[config.mk]
export PLATFORM = sky130hd
export DESIGN_NAME = cond_fork4_sched
export DESIGN_NICKNAME = d
export VERILOG_FILES = /design/src/rtl/cond_fork4_sched.sv
export SDC_FILE = /design/constraint.sdc
export NUM_CORES = 1
export LEC_CHECK = 0
export ABC_AREA = 1
export BUFFER_PORTS_ARGS = -buffer_cell sky130_fd_sc_hd__buf_4
export CORE_MARGIN = 2
export CORE_UTILIZATION = 30
export CTS_CLUSTER_SIZE = 30
export DETAILED_ROUTE_END_ITERATION = 16
export GPL_TIMING_DRIVEN = 1
export HOLD_SLACK_MARGIN = 0.02
export PLACE_DENSITY = 0.49
export SLEW_MARGIN = 20
export SYNTH_ARGS = -nofsm -noshare
export SYNTH_HDL_FRONTEND = slang
export SYNTH_SLANG_ARGS = --single-unit
[constraint.sdc]
create_clock -name clk -period 2.4 [get_ports clk]
set_clock_uncertainty 0.1 [all_clocks]
set_input_delay 0.6 -clock clk [delete_from_list [all_inputs] [get_ports clk]]
set_output_delay 0.6 -clock clk [all_outputs]
set_load 0.01 [all_outputs]
[src/rtl/cond_fork4_sched.sv]
// Scheduler for a 4-way conditional fork: holds a destination mask
// on the branch valids and fires one drive once every branch has credit.
module cond_fork4_sched #(
  parameter int CREDITS = 2,
  parameter int CW      = 4
) (
  input  logic       clk,
  input  logic       rst_n,
  input  logic       i_req_valid,
  output logic       o_req_ready,
  input  logic [3:0] i_req_mask,
  output logic       o_drive,
  output logic [3:0] o_valid,
  input  logic [3:0] i_free,
  output logic [3:0] o_credit_empty,
  output logic       o_busy,
  output logic [3:0] o_err,
  output logic [7:0] o_drop_cnt
);

  typedef enum logic [1:0] {
    IDLE  = 2'd0,
    SETUP = 2'd1,
    FIRE  = 2'd2
  } state_t;

  localparam logic [CW-1:0] C_MAX = CW'(CREDITS);

  state_t                r_state;
  state_t                w_nxt;
  logic [3:0]            r_mask;
  logic [3:0]            r_valid;
  logic [3:0][CW-1:0]    r_cred;
  logic [3:0]            r_err;
  logic [7:0]            r_drop;
  logic                  w_accept;
  logic                  w_drop;
  logic                  w_fire;
  logic                  w_ok;
  logic [3:0]            w_empty;

  // Credit-zero flags straight from the credit registers
  always_comb begin
    w_empty = '0;
    for (int j = 0; j < 4; j++) begin
      w_empty[j] = (r_cred[j] == '0);
    end
  end

  assign w_ok = &(~r_mask | ~w_empty);

  // Next-state and handshake decode
  always_comb begin
    w_nxt    = r_state;
    w_accept = 1'b0;
    w_drop   = 1'b0;
    w_fire   = 1'b0;
    unique case (r_state)
      IDLE: begin
        if (i_req_valid && (i_req_mask != 4'd0)) begin
          w_accept = 1'b1;
          w_nxt    = SETUP;
        end else if (i_req_valid) begin
          w_drop = 1'b1;
        end
      end
      SETUP: begin
        if (w_ok) w_nxt = FIRE;
      end
      FIRE: begin
        w_fire = 1'b1;
        w_nxt  = IDLE;
      end
      default: w_nxt = IDLE;
    endcase
  end

  // State, held mask and registered branch valids
  always_ff @(posedge clk or negedge rst_n) begin
    if (!rst_n) begin
      r_state <= IDLE;
      r_mask  <= '0;
      r_valid <= '0;
    end else begin
      r_state <= w_nxt;
      if (w_accept) begin
        r_mask  <= i_req_mask;
        r_valid <= i_req_mask;
      end else if (w_fire) begin
        r_mask  <= '0;
        r_valid <= '0;
      end
    end
  end

  // Per-branch credit counters and sticky overflow errors
  always_ff @(posedge clk or negedge rst_n) begin
    if (!rst_n) begin
      for (int j = 0; j < 4; j++) r_cred[j] <= C_MAX;
      r_err <= '0;
    end else begin
      for (int j = 0; j < 4; j++) begin
        if (w_fire && r_mask[j] && !i_free[j]) begin
          r_cred[j] <= r_cred[j] - 1'b1;
        end else if (i_free[j] && !(w_fire && r_mask[j])) begin
          if (r_cred[j] == C_MAX) r_err[j] <= 1'b1;
          else r_cred[j] <= r_cred[j] + 1'b1;
        end
      end
    end
  end

  // Saturating count of zero-mask requests
  always_ff @(posedge clk or negedge rst_n) begin
    if (!rst_n) begin
      r_drop <= '0;
    end else if (w_drop && (r_drop != 8'hFF)) begin
      r_drop <= r_drop + 8'd1;
    end
  end

  assign o_req_ready    = (r_state == IDLE);
  assign o_busy         = (r_state != IDLE);
  assign o_drive        = (r_state == FIRE);
  assign o_valid        = r_valid;
  assign o_credit_empty = w_empty;
  assign o_err          = r_err;
  assign o_drop_cnt     = r_drop;

endmodule
### Word level (Yosys, flattened, before mapping)

Index checks and enable logic that the tools add are counted.

| word-level totals | value |
|---|---|
| register bits | 34 |
| input bits | 11 |
| output and inout port bits | 23 |
| logic and storage cells | 107 |

| operators by class | value |
|---|---|
| add/subtract/negate cells | 9 |
| equality and inequality tests | 13 |
| multiplexer cells | 23 |
| bitwise logic cells | 7 |
| reduce and logical (&&, ||, !) cells | 44 |

Operators by type and width:

| operator | number |
|---|---|
| $mux W4 | 14 |
| $add A4 B1 Y4 const B | 4 |
| $eq A4 B2 Y1 const B | 4 |
| $logic_not A4 Y1 | 4 |
| $sub A4 B1 Y4 const B | 4 |
| $logic_and A1 B1 Y1 | 14 |
| $reduce_and A3 Y1 | 4 |
| $reduce_bool A2 Y1 | 6 |
| $ne A2 B2 Y1 const B | 5 |
| $reduce_and A2 Y1 | 5 |
| $add A8 B1 Y8 const B | 1 |
| $logic_not A1 Y1 | 8 |
| $ne A8 B8 Y1 const B | 1 |
| $not A4 Y4 | 2 |
| $mux W1 | 6 |
| $mux W2 | 2 |
| $not A1 Y1 | 4 |
| $or A4 B4 Y4 | 1 |
| $pmux W2 S2 | 1 |
| $reduce_and A4 Y1 | 1 |
| $reduce_bool A4 Y1 | 1 |
| $eq A2 B1 Y1 const B | 1 |
| $eq A2 B2 Y1 const B | 1 |
| $logic_not A2 Y1 | 1 |
| $ne A2 B1 Y1 const B | 1 |

### Logic depth before layout (Yosys ltp)

| depth | value |
|---|---|
| depth after elaboration | 7 |
| gate-level depth with buffers | 13 |

### Least setup slack after synthesis

No wires, ideal clock.

| timing path | value |
|---|---|
| kind | register -> register |
| from | register r_state[1] |
| to | register r_cred[14] in the netlist's numbering |
| arrival time | 1.805 ns |
| slack | 0.368 ns |
| stages on the path, launching flop included | 13 |
| buffers on the path | 0 |
| cells stage by stage | dfrtp_1 > inv_1 > nor2_1 > inv_1 > nor2_1 > ha_1 > nand2_1 > inv_1 > nor2_1 > ha_1 > a21oi_1 > xor2_1 > o21ai_0 |

| between the ends | value |
|---|---|
| word-level cells in the longest chain between the ends | 7 |
| elaborated cells on any way between the ends | 10 |
| classes of those cells | eq/ne: 2; mux: 2; reduce/logical: 6 |

Ends and longest elaborated chain:

| item | RTL line | text |
|---|---|---|
| start: declaration | 29 | `state_t r_state;` |
| start signal: assignment | 85 | `r_state <= w_nxt;` |
| $eq A2 B2 Y1 (*) | n/a |  |
| named net o_drive | 12 | `output logic o_drive,` |
| $mux W1 (*) | 58 | `unique case (r_state)` |
| $logic_and A1 B1 Y1 (*) | 103, 105 |  |
| $logic_not A1 Y1 | 105 | `end else if (i_free[j] && !(w_fire && r_mask[j])) begin` |
| $logic_and A1 B1 Y1 | 105 |  |
| $reduce_bool A2 Y1 (no source line) | n/a |  |
| $reduce_and A2 Y1 (no source line) | n/a |  |
| end signal: indexed assignment | 104 | `r_cred[j] <= r_cred[j] - 1'b1;` |
| end signal: indexed assignment | 107 | `else r_cred[j] <= r_cred[j] + 1'b1;` |
| end: declaration | 33 | `logic [3:0][CW-1:0] r_cred;` |

The timed path passes the listed nets; every way through them passes the cells marked *.
A chain may end at the register's enable or synchronous reset.

### Worst setup path in the final report

| timing path | value |
|---|---|
| from | register r_state[1] |
| to | register r_cred[14] in the netlist's numbering |

| between the ends | value |
|---|---|
| word-level cells in the longest chain between the ends | 7 |
| elaborated cells on any way between the ends | 10 |
| classes of those cells | eq/ne: 2; mux: 2; reduce/logical: 6 |

Ends and longest elaborated chain:

| item | RTL line |
|---|---|
| $eq A2 B2 Y1 (*) | 58 |
| $mux W1 (*) | 58 |
| $logic_and A1 B1 Y1 (*) | 103, 105 |
| $logic_not A1 Y1 | 105 |
| $logic_and A1 B1 Y1 | 105 |
| $reduce_bool A2 Y1 (no source line) | n/a |
| $reduce_and A2 Y1 (no source line) | n/a |

Every way passes the cells marked *; elsewhere a longest branch is shown, timed or not.

==> qor.txt <==
Outcome: completed
Layout area overhead: 22.4%
H-tree levels: 2
Synth Flop Type: dfrtp_1
Mapped Area: 2200 µm²
Startpoint Class: flop
Endpoints failing setup: 0
Gr ovfl total: 0
Largest net degree at the start of global routing: 35
Leak Pwr: 1.43 nW
Die ar.: 8020 µm²
Clock Sinks: 34
# diodes: 0
Port Buffers: 33
Core area: 7180 µm²
Area of the multi-input gates: 1120 µm²
Slew Limit Headroom: 69.3%
Wirelength per Cell: 10.8 µm
Worst skew pair latency: 0.28 ns
Critical path required time: 2.46 ns
Fill cell count: 745
Final #Nets: 352
CTS root buf: clkbuf_8
Avg Vias per Cell: 4.23
Post-synth EDFFs: 0
Pre-Repair DR Iteration Count: 4
Dpl cell area: 2570 µm²
Pwr/cell area: 1150 nW/µm²
CTS Buf Count: 5
Width of the die: 89.6 µm
Max VDD drop: 0.000337 V
Minimum clock period: 2.15 ns
Tightest Hold Check Type: input port to asynchronous set/reset pin
Synth warn: 0
Crit path capture type: flop
CP Class: flop to flop
Seq/Total Area, Yosys: 39.0%
GRT Total Usage: 12.7%
Final Instance Area: 2690 µm²
RSZ-0062 raised after global routing: yes
Initial antenna violation count: 0
Part of the cycle the worst path needs: 89.5%
Vias in the first global route: 1,777
FFs w/ async S/R, synth: 100%
Syn_area_per_cell: 7.74 µm²
Slew at the pin with the worst max-slew slack: 0.461 ns
Io pins: 34
Setup WS pre-CTS: 0.241 ns
Initial Util: 30.6%
Global-route wire length before repair: 7.94 mm
Fmax achieved: 466 MHz
Detailed Place HPWL: 3.55 mm
RD Place Congestion: 0.837
DRC: 0
Max clock buf depth: 2
CTS tree: yes
DRT iter0 DRCs: 81
Synthesized netlist net count: 312
#FFs+latches synth: 34
TNS Setup: 0 ns
Final Hold Fails: 0
DP Cell Count: 416
Antenna-violating nets left: 0
Final WS setup: 0.253 ns
Non-Filler Instances: 424
Row count: 31
CTS clk-pin slew, worst paths: 0.07 ns
Via Count: 1,795
Reg area: 856 µm²
Share of layout cells above drive strength 1: 19.7%
Cell count after synthesis: 284
CP arrival: 2.21 ns
CP Max Fanout: 5
Slew Limit Fails: 0
Yosys cell types: 24
Reported max-cap violation count: 0
DRT Wirelength: 4.58 mm
Die H: 89.6 µm
==> cell type report <==
| type | count | area share, % |
|---|---|---|
| flip-flops and latches | 34 | 31.8 |
| multi-input cells | 191 | 41.8 |
| repair buffers | 33 | 9.21 |
| well taps | 99 | 4.61 |
| inverters | 59 | 8.42 |
| clock buffers | 8 | 4.09 |
==> critical path, stage by stage (launching register included) <==
cell,delay (ns)
dfrtp_1,0.43
inv_1,0.06
nor2_1,0.13
inv_1,0.14
nor2_1,0.22
ha_1,0.25
nand2_1,0.06
inv_1,0.06
nor2_1,0.05
ha_1,0.17
a21oi_1,0.14
xor2_1,0.14
o21ai_0,0.08
==> Yosys cell counts, types with 2 or more instances <==
master	count	area share, %
nand2_2	4	1.1
inv_1	58	9.9
dfrtp_1	30	34
o21ai_1	7	1.6
a21oi_1	4	0.91
xnor2_1	5	2.0
nand2_4	2	1.0
o22ai_1	4	1.1
a31o_2	4	1.6
nor4_1	4	1.1
nor2_4	2	1.0
nor3_1	2	0.46
xor2_1	14	5.6
o21ai_0	9	2.0
nand4_1	5	1.4
dfstp_2	4	4.8
nand3_1	17	3.9
nor2_1	24	4.1
nand2_1	64	11
ha_1	17	9.7
==> layout by cell type, fill, tap and decap left out <==
cell       n
ha_2       1
dfrtp_1   30
o21ai_1    7
nand3_2    1
nand2_2    4
xor2_1    14
inv_1     58
nor2_2     4
xnor2_1    5
a21oi_1    4
nor4_1     4
ha_1      16
dfstp_2    4
nand4_1    5
nand2_1   64
o21ai_0    9
buf_4     33
nand3_1   17
clkbuf_8   8
nand2_4    2
nor3_1     2
inv_6      1
a31o_2     4
nor2_1    21
nand3b_1   1
o22ai_1    4
nor2_4     2
==> worst paths after layout <==
check                                       startpoint                     end  slack, ns  depth (start not counted)
worst max register to register  r_state[1]$_DFFE_PN0P_  r_cred[14]$_DFFE_PN0P_       0.25                         12
min in group clk                  o_err[0]$_DFFE_PN0P_    o_err[0]$_DFFE_PN0P_       0.38                          1
worst min register to register    o_err[0]$_DFFE_PN0P_    o_err[0]$_DFFE_PN0P_       0.38                          1
worst min-delay path                             rst_n  r_cred[11]$_DFFE_PN0P_       0.17                          1
max in group asynchronous                        rst_n   r_cred[1]$_DFFE_PN1P_       1.68                          1
worst max-delay path            r_state[1]$_DFFE_PN0P_  r_cred[14]$_DFFE_PN0P_       0.25                         12
==> per-layer routing <==
metal | GRT usage [%] | wire, µm
met1 | 16.9 | 2280
met2 | 20.7 | 2120
met3 | 3.47 | 162
met4 | 2.44 | 25
met5 | 0 | 0
==> sequential cells by signal (all words and copies together), names as in the netlist <==
| register | count |
|---|---|
| r_state | 2 |
| o_err | 4 |
| o_valid | 4 |
| r_cred | 16 |
| o_drop_cnt | 8 |
==> report_power, final <==
part / internal [mW] / total, mW / switching, mW / leakage, nW
registers: 0.853 / 1.14 / 0.292 / 0.407
logic: 0.644 / 1.44 / 0.793 / 0.968
clock network: 0.290 / 0.499 / 0.209 / 0.0575
==> cells by family after synthesis <==
logic type | count (synthesis) | share of synthesized area [%]
buffers and inverters | 59 | 10.3
XOR/XNOR | 19 | 7.57
flip-flops | 34 | 39.0
adder cells (fa/ha/maj) | 17 | 9.68
AO/OA/AOI/OAI | 28 | 7.29
AND/OR/NAND/NOR | 127 | 26.2
==> per-stage QoR <==
stage / total power [mW] / utilization [%] / hold slack (ns)
floorplan: 2.08 / - / 0.204
global placement: 2.60 / 35.8 / 0.371
detailed placement: 2.60 / 35.8 / 0.368
CTS: 3.12 / 37.3 / 0.182
global route: 3.41 / 37.5 / 0.197
finish: 3.08 / 37.5 / 0.171
==> what timing repair did <==
item	4_1_cts	5_1_grt
hold buffers	0	0
setup buffers	0	0
setup endpoints to repair	0	3
gates resized for setup	0	4
Power figures use the tool's default switching activity.
